`config.mk`:
```
export PLATFORM = sky130hd
export DESIGN_NAME = uart_tx_feeder_flat
export DESIGN_NICKNAME = d
export VERILOG_FILES = /design/src/rtl/uart_tx_feeder_if.sv /design/src/rtl/uart_tx_feeder.sv /design/src/flat_wrapper.sv
export SDC_FILE = /design/constraint.sdc
export NUM_CORES = 1
export LEC_CHECK = 0
export CAP_MARGIN = 20
export CORE_AREA = 5 5 102 104
export CTS_CLUSTER_SIZE = 14
export DETAILED_ROUTE_END_ITERATION = 10
export DIE_AREA = 0 0 107 109
export GPL_TIMING_DRIVEN = 0
export PLACE_DENSITY = 0.67
export REMOVE_ABC_BUFFERS = 1
export SLEW_MARGIN = 20
export SYNTH_ARGS = -nofsm -noshare
export SYNTH_HDL_FRONTEND = slang
export SYNTH_SLANG_ARGS = --single-unit
```
`constraint.sdc`:
```
create_clock -name CLK -period 6.3 [get_ports CLK]
set_clock_uncertainty 0.2 [all_clocks]
set_input_delay 0.945 -clock CLK [delete_from_list [all_inputs] [get_ports CLK]]
set_output_delay 0.945 -clock CLK [all_outputs]
set_load 0.05 [all_outputs]
```
`src/rtl/uart_tx_feeder_if.sv`:
```
// uart_tx_feeder_if: the feeder's bus. Carries the system-side write port,
// the transmitter handshake (P_DATA/Data_Valid/Busy) and FIFO status.
//
// Modports:
//   master : environment side; drives Wr_En, Wr_Data, Busy and observes the rest.
//   slave  : feeder side; consumes Wr_En, Wr_Data, Busy and drives P_DATA,
//            Data_Valid, Full, Empty, Fifo_Count, Overflow.
interface uart_tx_feeder_if #(
  parameter int unsigned DATA_WIDTH = 8,
  parameter int unsigned FIFO_DEPTH = 8
);
  localparam int unsigned CntW = $clog2(FIFO_DEPTH) + 1;

  logic                  Wr_En;
  logic [DATA_WIDTH-1:0] Wr_Data;
  logic                  Busy;
  logic [DATA_WIDTH-1:0] P_DATA;
  logic                  Data_Valid;
  logic                  Full;
  logic                  Empty;
  logic [CntW-1:0]       Fifo_Count;
  logic                  Overflow;

  modport master (
    output Wr_En,
    output Wr_Data,
    output Busy,
    input  P_DATA,
    input  Data_Valid,
    input  Full,
    input  Empty,
    input  Fifo_Count,
    input  Overflow
  );

  modport slave (
    input  Wr_En,
    input  Wr_Data,
    input  Busy,
    output P_DATA,
    output Data_Valid,
    output Full,
    output Empty,
    output Fifo_Count,
    output Overflow
  );
endinterface

```
`src/rtl/uart_tx_feeder.sv`:
```
// uart_tx_feeder: byte FIFO plus issue controller sitting in front of a UART
// transmitter. Bytes written on the system side are queued, then handed to the
// transmitter one at a time as a registered P_DATA with a one-cycle Data_Valid
// pulse, paced by the transmitter's registered Busy.
//
// Ports:
//   CLK  : clock, rising edge.
//   RST  : synchronous active-high reset; discards all queued bytes.
//   bus  : uart_tx_feeder_if.slave
//          Wr_En/Wr_Data  write port (byte sampled on a rising edge with Wr_En=1)
//          Busy           transmitter busy, rises 2 cycles after an accepted pulse
//          P_DATA         byte being transmitted (registered, stable per frame)
//          Data_Valid     one-cycle issue pulse (registered)
//          Full/Empty     FIFO occupancy flags
//          Fifo_Count     current occupancy
//          Overflow       sticky: a write was dropped while full
module uart_tx_feeder #(
  parameter int unsigned DATA_WIDTH   = 8,
  parameter int unsigned FIFO_DEPTH   = 8,
  parameter int unsigned BUSY_TIMEOUT = 4
) (
  input logic               CLK,
  input logic               RST,
  uart_tx_feeder_if.slave   bus
);

  localparam int unsigned PtrW   = $clog2(FIFO_DEPTH);
  localparam int unsigned CntW   = PtrW + 1;
  localparam int unsigned RetryW = $clog2(BUSY_TIMEOUT + 1);

  localparam logic [CntW-1:0]   CntFull  = CntW'(FIFO_DEPTH);
  localparam logic [RetryW-1:0] RetryMax = RetryW'(BUSY_TIMEOUT);

  typedef enum logic [1:0] {
    StIdle     = 2'd0,
    StIssue    = 2'd1,
    StWaitBusy = 2'd2,
    StWaitDone = 2'd3
  } state_e;

  // FIFO storage and bookkeeping
  logic [DATA_WIDTH-1:0] mem_q [FIFO_DEPTH];
  logic [PtrW-1:0]       wr_ptr_q;
  logic [PtrW-1:0]       rd_ptr_q;
  logic [CntW-1:0]       count_q;
  logic                  overflow_q;

  // Issue controller
  state_e                state_q;
  logic [DATA_WIDTH-1:0] p_data_q;
  logic                  data_valid_q;
  logic [RetryW-1:0]     retry_q;

  logic empty;
  logic full;
  logic pop;
  logic push;
  logic drop;

  assign empty = (count_q == '0);
  assign full  = (count_q == CntFull);

  // A pop only happens from IDLE with the transmitter idle; it frees a slot in
  // the same cycle, so a write against a full FIFO is still accepted then.
  assign pop  = (state_q == StIdle) && !empty && !bus.Busy;
  assign push = bus.Wr_En && (!full || pop);
  assign drop = bus.Wr_En && full && !pop;

  // Storage needs no reset: stale entries are never read once pointers clear.
  always_ff @(posedge CLK) begin
    if (push) begin
      mem_q[wr_ptr_q] <= bus.Wr_Data;
    end
  end

  always_ff @(posedge CLK) begin
    if (RST) begin
      wr_ptr_q   <= '0;
      rd_ptr_q   <= '0;
      count_q    <= '0;
      overflow_q <= 1'b0;
    end else begin
      // Power-of-two depth: pointers wrap naturally.
      if (push) begin
        wr_ptr_q <= wr_ptr_q + PtrW'(1);
      end
      if (pop) begin
        rd_ptr_q <= rd_ptr_q + PtrW'(1);
      end
      case ({push, pop})
        2'b10:   count_q <= count_q + CntW'(1);
        2'b01:   count_q <= count_q - CntW'(1);
        default: count_q <= count_q;
      endcase
      if (drop) begin
        overflow_q <= 1'b1;
      end
    end
  end

  // Data_Valid is registered, so it is raised on the edge that enters ISSUE and
  // is therefore high for exactly the ISSUE cycle.
  always_ff @(posedge CLK) begin
    if (RST) begin
      state_q      <= StIdle;
      p_data_q     <= '0;
      data_valid_q <= 1'b0;
      retry_q      <= '0;
    end else begin
      case (state_q)
        StIdle: begin
          data_valid_q <= 1'b0;
          if (pop) begin
            p_data_q     <= mem_q[rd_ptr_q];
            data_valid_q <= 1'b1;
            state_q      <= StIssue;
          end
        end
        StIssue: begin
          data_valid_q <= 1'b0;
          retry_q      <= '0;
          state_q      <= StWaitBusy;
        end
        StWaitBusy: begin
          data_valid_q <= 1'b0;
          retry_q      <= retry_q + RetryW'(1);
          if (bus.Busy) begin
            state_q <= StWaitDone;
          end else if (retry_q + RetryW'(1) == RetryMax) begin
            // Transmitter missed the pulse: re-issue the same byte, no pop.
            data_valid_q <= 1'b1;
            state_q      <= StIssue;
          end
        end
        StWaitDone: begin
          data_valid_q <= 1'b0;
          if (!bus.Busy) begin
            state_q <= StIdle;
          end
        end
        default: begin
          data_valid_q <= 1'b0;
          state_q      <= StIdle;
        end
      endcase
    end
  end

  assign bus.P_DATA     = p_data_q;
  assign bus.Data_Valid = data_valid_q;
  assign bus.Full       = full;
  assign bus.Empty      = empty;
  assign bus.Fifo_Count = count_q;
  assign bus.Overflow   = overflow_q;

  // Sequencing invariants.
  a_dv_single: assert property (@(posedge CLK) disable iff (RST)
    data_valid_q |=> !data_valid_q);
  a_count_bound: assert property (@(posedge CLK) disable iff (RST)
    count_q <= CntFull);
  a_pdata_hold: assert property (@(posedge CLK) disable iff (RST)
    !pop |=> $stable(p_data_q));

endmodule

```
`src/flat_wrapper.sv`:
```
// flat-port wrapper written by rule: the top's interface ports become plain ports
module uart_tx_feeder_flat 
#(
  parameter int unsigned DATA_WIDTH   = 8,
  parameter int unsigned FIFO_DEPTH   = 8,
  parameter int unsigned BUSY_TIMEOUT = 4
)
  (CLK, RST, bus_Wr_En, bus_Wr_Data, bus_Busy, bus_P_DATA, bus_Data_Valid, bus_Full, bus_Empty, bus_Fifo_Count, bus_Overflow);
  uart_tx_feeder_if #(.DATA_WIDTH(DATA_WIDTH), .FIFO_DEPTH(FIFO_DEPTH)) bus_i ();
  input logic CLK;
  input logic RST;
  input wire logic [$bits(bus_i.Wr_En)-1:0] bus_Wr_En;
  input wire logic [$bits(bus_i.Wr_Data)-1:0] bus_Wr_Data;
  input wire logic [$bits(bus_i.Busy)-1:0] bus_Busy;
  output wire logic [$bits(bus_i.P_DATA)-1:0] bus_P_DATA;
  output wire logic [$bits(bus_i.Data_Valid)-1:0] bus_Data_Valid;
  output wire logic [$bits(bus_i.Full)-1:0] bus_Full;
  output wire logic [$bits(bus_i.Empty)-1:0] bus_Empty;
  output wire logic [$bits(bus_i.Fifo_Count)-1:0] bus_Fifo_Count;
  output wire logic [$bits(bus_i.Overflow)-1:0] bus_Overflow;
  assign bus_i.Wr_En = bus_Wr_En;
  assign bus_i.Wr_Data = bus_Wr_Data;
  assign bus_i.Busy = bus_Busy;
  assign bus_P_DATA = bus_i.P_DATA;
  assign bus_Data_Valid = bus_i.Data_Valid;
  assign bus_Full = bus_i.Full;
  assign bus_Empty = bus_i.Empty;
  assign bus_Fifo_Count = bus_i.Fifo_Count;
  assign bus_Overflow = bus_i.Overflow;
  uart_tx_feeder #(.DATA_WIDTH(DATA_WIDTH), .FIFO_DEPTH(FIFO_DEPTH), .BUSY_TIMEOUT(BUSY_TIMEOUT)) u_core (.CLK(CLK), .RST(RST), .bus(bus_i));
endmodule
```
==> impl_metrics.json <==
{
  "synth_top_area_cell": "edfxtp_1",
  "num_io_pins": 28,
  "area_delta_synth_final_pct": 16.5,
  "stdcell_count": 389,
  "antennaDiodeCount": 0,
  "place_hpwl_um": 4250,
  "cts_resized": 0,
  "crit_slowest_cell": "clkdlybuf4s50_1",
  "synth_edf_count": 64,
  "synthArstFlopShare_pct": 0,
  "synth-simple-area-share_pct": 8.17,
  "switching_share_pct": 31.8,
  "synthTopCellsByArea": "edfxtp_1 52%, dfxtp_1 14%, mux4_2 9.8%",
  "multi_input_area_mm2": 0.00119,
  "whs_path_depth": 2,
  "ys_ff_latch": 89,
  "antenna_found_initial": 0,
  "finalWirelength_um": 6600,
  "setup_violations": 0,
  "synth_compound_area_share_pct": 6.26,
  "critPathRequiredTime_ns": 5.15,
  "syn_area_mm2": 0.00368,
  "tns_ns": 0,
  "synth-xor-area-share_pct": 1.19,
  "path_depth": 3,
  "fillers": 856,
  "synth_top_area_share_pct": 52.3,
  "die_area_mm2": 0.0117,
  "synthDistinctLibCells": 43,
  "finalHoldViolCount": 0,
  "rsz0062_at_grt": "false",
  "seq_power_share_pct": 48.2,
  "status": "complete, no violations",
  "die_x_um": 107,
  "power_density_mw_per_mm2": 348,
  "grt_pass1_wl_um": 10600,
  "p_leak_nw": 1.36,
  "numClockSinks": 89,
  "cp_max_fo": 9,
  "cts_tree": "done",
  "root_buffer": "clkbuf_8",
  "slowest_delay_ns": 0.81,
  "vias": 2020,
  "crit_chain": "or4_4 -> clkinv_2 -> clkdlybuf4s50_1",
  "grt_start_max_net_pins": 27,
  "startpoint": "u_core.bus.Fifo_Count[0]$_SDFFE_PP0P_",
  "p_comb_share_pct": 25.3,
  "yosysSeqAreaShare_pct": 65.9,
  "drc": 0,
  "hp-class": "reg -> reg",
  "synthAdderAreaFrac_pct": 3.06,
  "fmax_mhz": 295,
  "clk_pin_slew_ns": 0.09,
  "yosys_most_used_dff": "edfxtp_1",
  "p_sw_mw": 0.474,
  "row_count": 36,
  "finalNetCount": 291,
  "syn_area_per_cell_um2": 15.3,
  "grt_pass1_vias": 2063,
  "crit_family": "buffers and inverters",
  "die_h_um": 109,
  "clkPwrFrac_pct": 26.4,
  "clockBufferDepth": 2,
  "min-delay-start": "u_core.bus.Overflow$_SDFFE_PP0P_",
  "synth_commonest_cells": "64 x edfxtp_1, 25 x dfxtp_1, 22 x nor2_1, 16 x mux4_2, 11 x mux2i_1",
  "wl_per_cell_um": 17.0,
  "avgViaCountPerCell": 5.19,
  "path_buf_inv": 2,
  "layout_setup_ws_ns": 2.91,
  "worst-slew-pin-transition_ns": 1.05,
  "place.gp.congestion": 0.695,
  "dp.cells": 373,
  "reg2regPathDepth": 5,
  "yosysMostFrequentCell": "edfxtp_1",
  "preCtsSetupSlack_ns": 2.77,
  "crit_path_start_kind": "flop",
  "synth.yosys.warnings": 0,
  "core_region_area_mm2": 0.00946,
  "slew_violations": 0,
  "grt_overflow": 0,
  "synth_top_family_by_area": "multiplexers",
  "finalCritPeriodShare_pct": 53.8,
  "fin_crit_ns": 3.39,
  "total_power_mw": 1.49,
  "start_util_pct": 38.9,
  "path_class": "reg -> out",
  "muxShareOfSynthArea_pct": 13.1,
  "arrival_ns": 2.25,
  "cts.htree.levels": 3,
  "ctsHoldBuffers": 0,
  "insertion_delay_ns": 0.35,
  "register_area_mm2": 0.00242,
  "dr.pass1.iters": 4,
  "endpoint_kind": "output pin",
  "numCtsBuffers": 9,
  "post_cts_buffers": 0,
  "port_buffers": 27,
  "maxCapViolCount": 0,
  "reg2reg_from": "u_core.state_q[0]$_SDFFE_PP0P_",
  "ant_nets": 0,
  "drive_above_1_share_pct": 17.8,
  "synth_cells": 240,
  "max-vdd-ir-drop_mv": 0.150,
  "worst_slew_margin_rel_pct": 29.8,
  "grt_usage_pct": 12.4,
  "drt_first_iter_violations": 82,
  "internal_power_mw": 1.02
}
## stage by stage
step | util (%) | hold slack, ns | cell area, um^2
after floorplan | - | 0.243 | 3620
after global placement | 42.6 | 0.251 | 4030
after detailed placement | 43.1 | 0.259 | 4080
after CTS | 45.3 | 0.277 | 4280
after global routing | 45.3 | 0.312 | 4280
final | 45.3 | 0.273 | 4280
## worst paths after layout
check / slack, ns / endpoint
worst max-delay path: 2.91 / bus_Empty
worst min-delay path: 0.27 / u_core.bus.Overflow$_SDFFE_PP0P_
worst max register to register: 3.58 / u_core.mem_q[6][3]$_DFFE_PP_
worst min register to register: 0.27 / u_core.bus.Overflow$_SDFFE_PP0P_
## state kept, by name, summed over array words and instances (netlist names)
register               flops
u_core.bus.Data_Valid      1
u_core.state_q             2
u_core.bus.P_DATA          8
u_core.bus.Overflow        1
u_core.bus.Fifo_Count      4
u_core.retry_q             3
u_core.mem_q              64
u_core.rd_ptr_q            3
u_core.wr_ptr_q            3
## power groups by stage
stage          Combinational (mW)  Clock (mW)  Sequential, mW
6_report                    0.378       0.394           0.719
2_1_floorplan               0.208           0           0.789
4_1_cts                     0.381       0.406           0.722
3_5_place_dp                0.380           0           0.735
5_1_grt                     0.412       0.428           0.729
3_3_place_gp                0.374           0           0.733
## tightest hold or removal path: stages (launching register included)
cell and delay [ns]:
dfxtp_1 0.33, a31oi_1 0.04, nor2_1 0.07
## cells in the final DEF, fill, tap and decap left out, drive strengths merged, types with 2 or more instances in the layout
master	instances
edfxtp	64
clkdlybuf4s50	27
dfxtp	25
nor2	23
mux4	16
mux2i	11
a211oi	10
clkbuf	10
a21oi	9
ha	9
inv	9
nand2	8
nor3	7
nand2b	5
o21ai	5
nor2b	3
xor2	3
nand3	3
buf	3
o211ai	2
xnor2	2
nand3b	2
or3	2
clkinv	2
## layer usage
metal	global-route usage (%)	vias to the layer above	wire, um
met5	0	-	0
met4	3.38	0	29
met3	4.38	2	243
met2	21.2	34	3360
met1	14.8	1004	2970
li1	-	980	-
## cell type report
| class | instances | area share (%) |
|---|---|---|
| tap | 114 | 3.33 |
| inverter | 7 | 0.643 |
| sequential | 89 | 56.6 |
| timing repair buffer | 30 | 6.84 |
| multi-input combinational | 133 | 27.9 |
| clock buffer | 10 | 2.98 |
| clock inverter | 6 | 1.69 |
## cells by family after synthesis
| family | count (synthesis) |
|---|---|
| xor gates and xnor gates | 5 |
| buffers and inverters | 18 |
| AOI/OAI and AO/OA | 32 |
| muxes | 28 |
| adders and majority gates | 9 |
| and+or+nand+nor | 59 |
| DFF | 89 |
No activity file was read; power rests on OpenSTA's default activity.
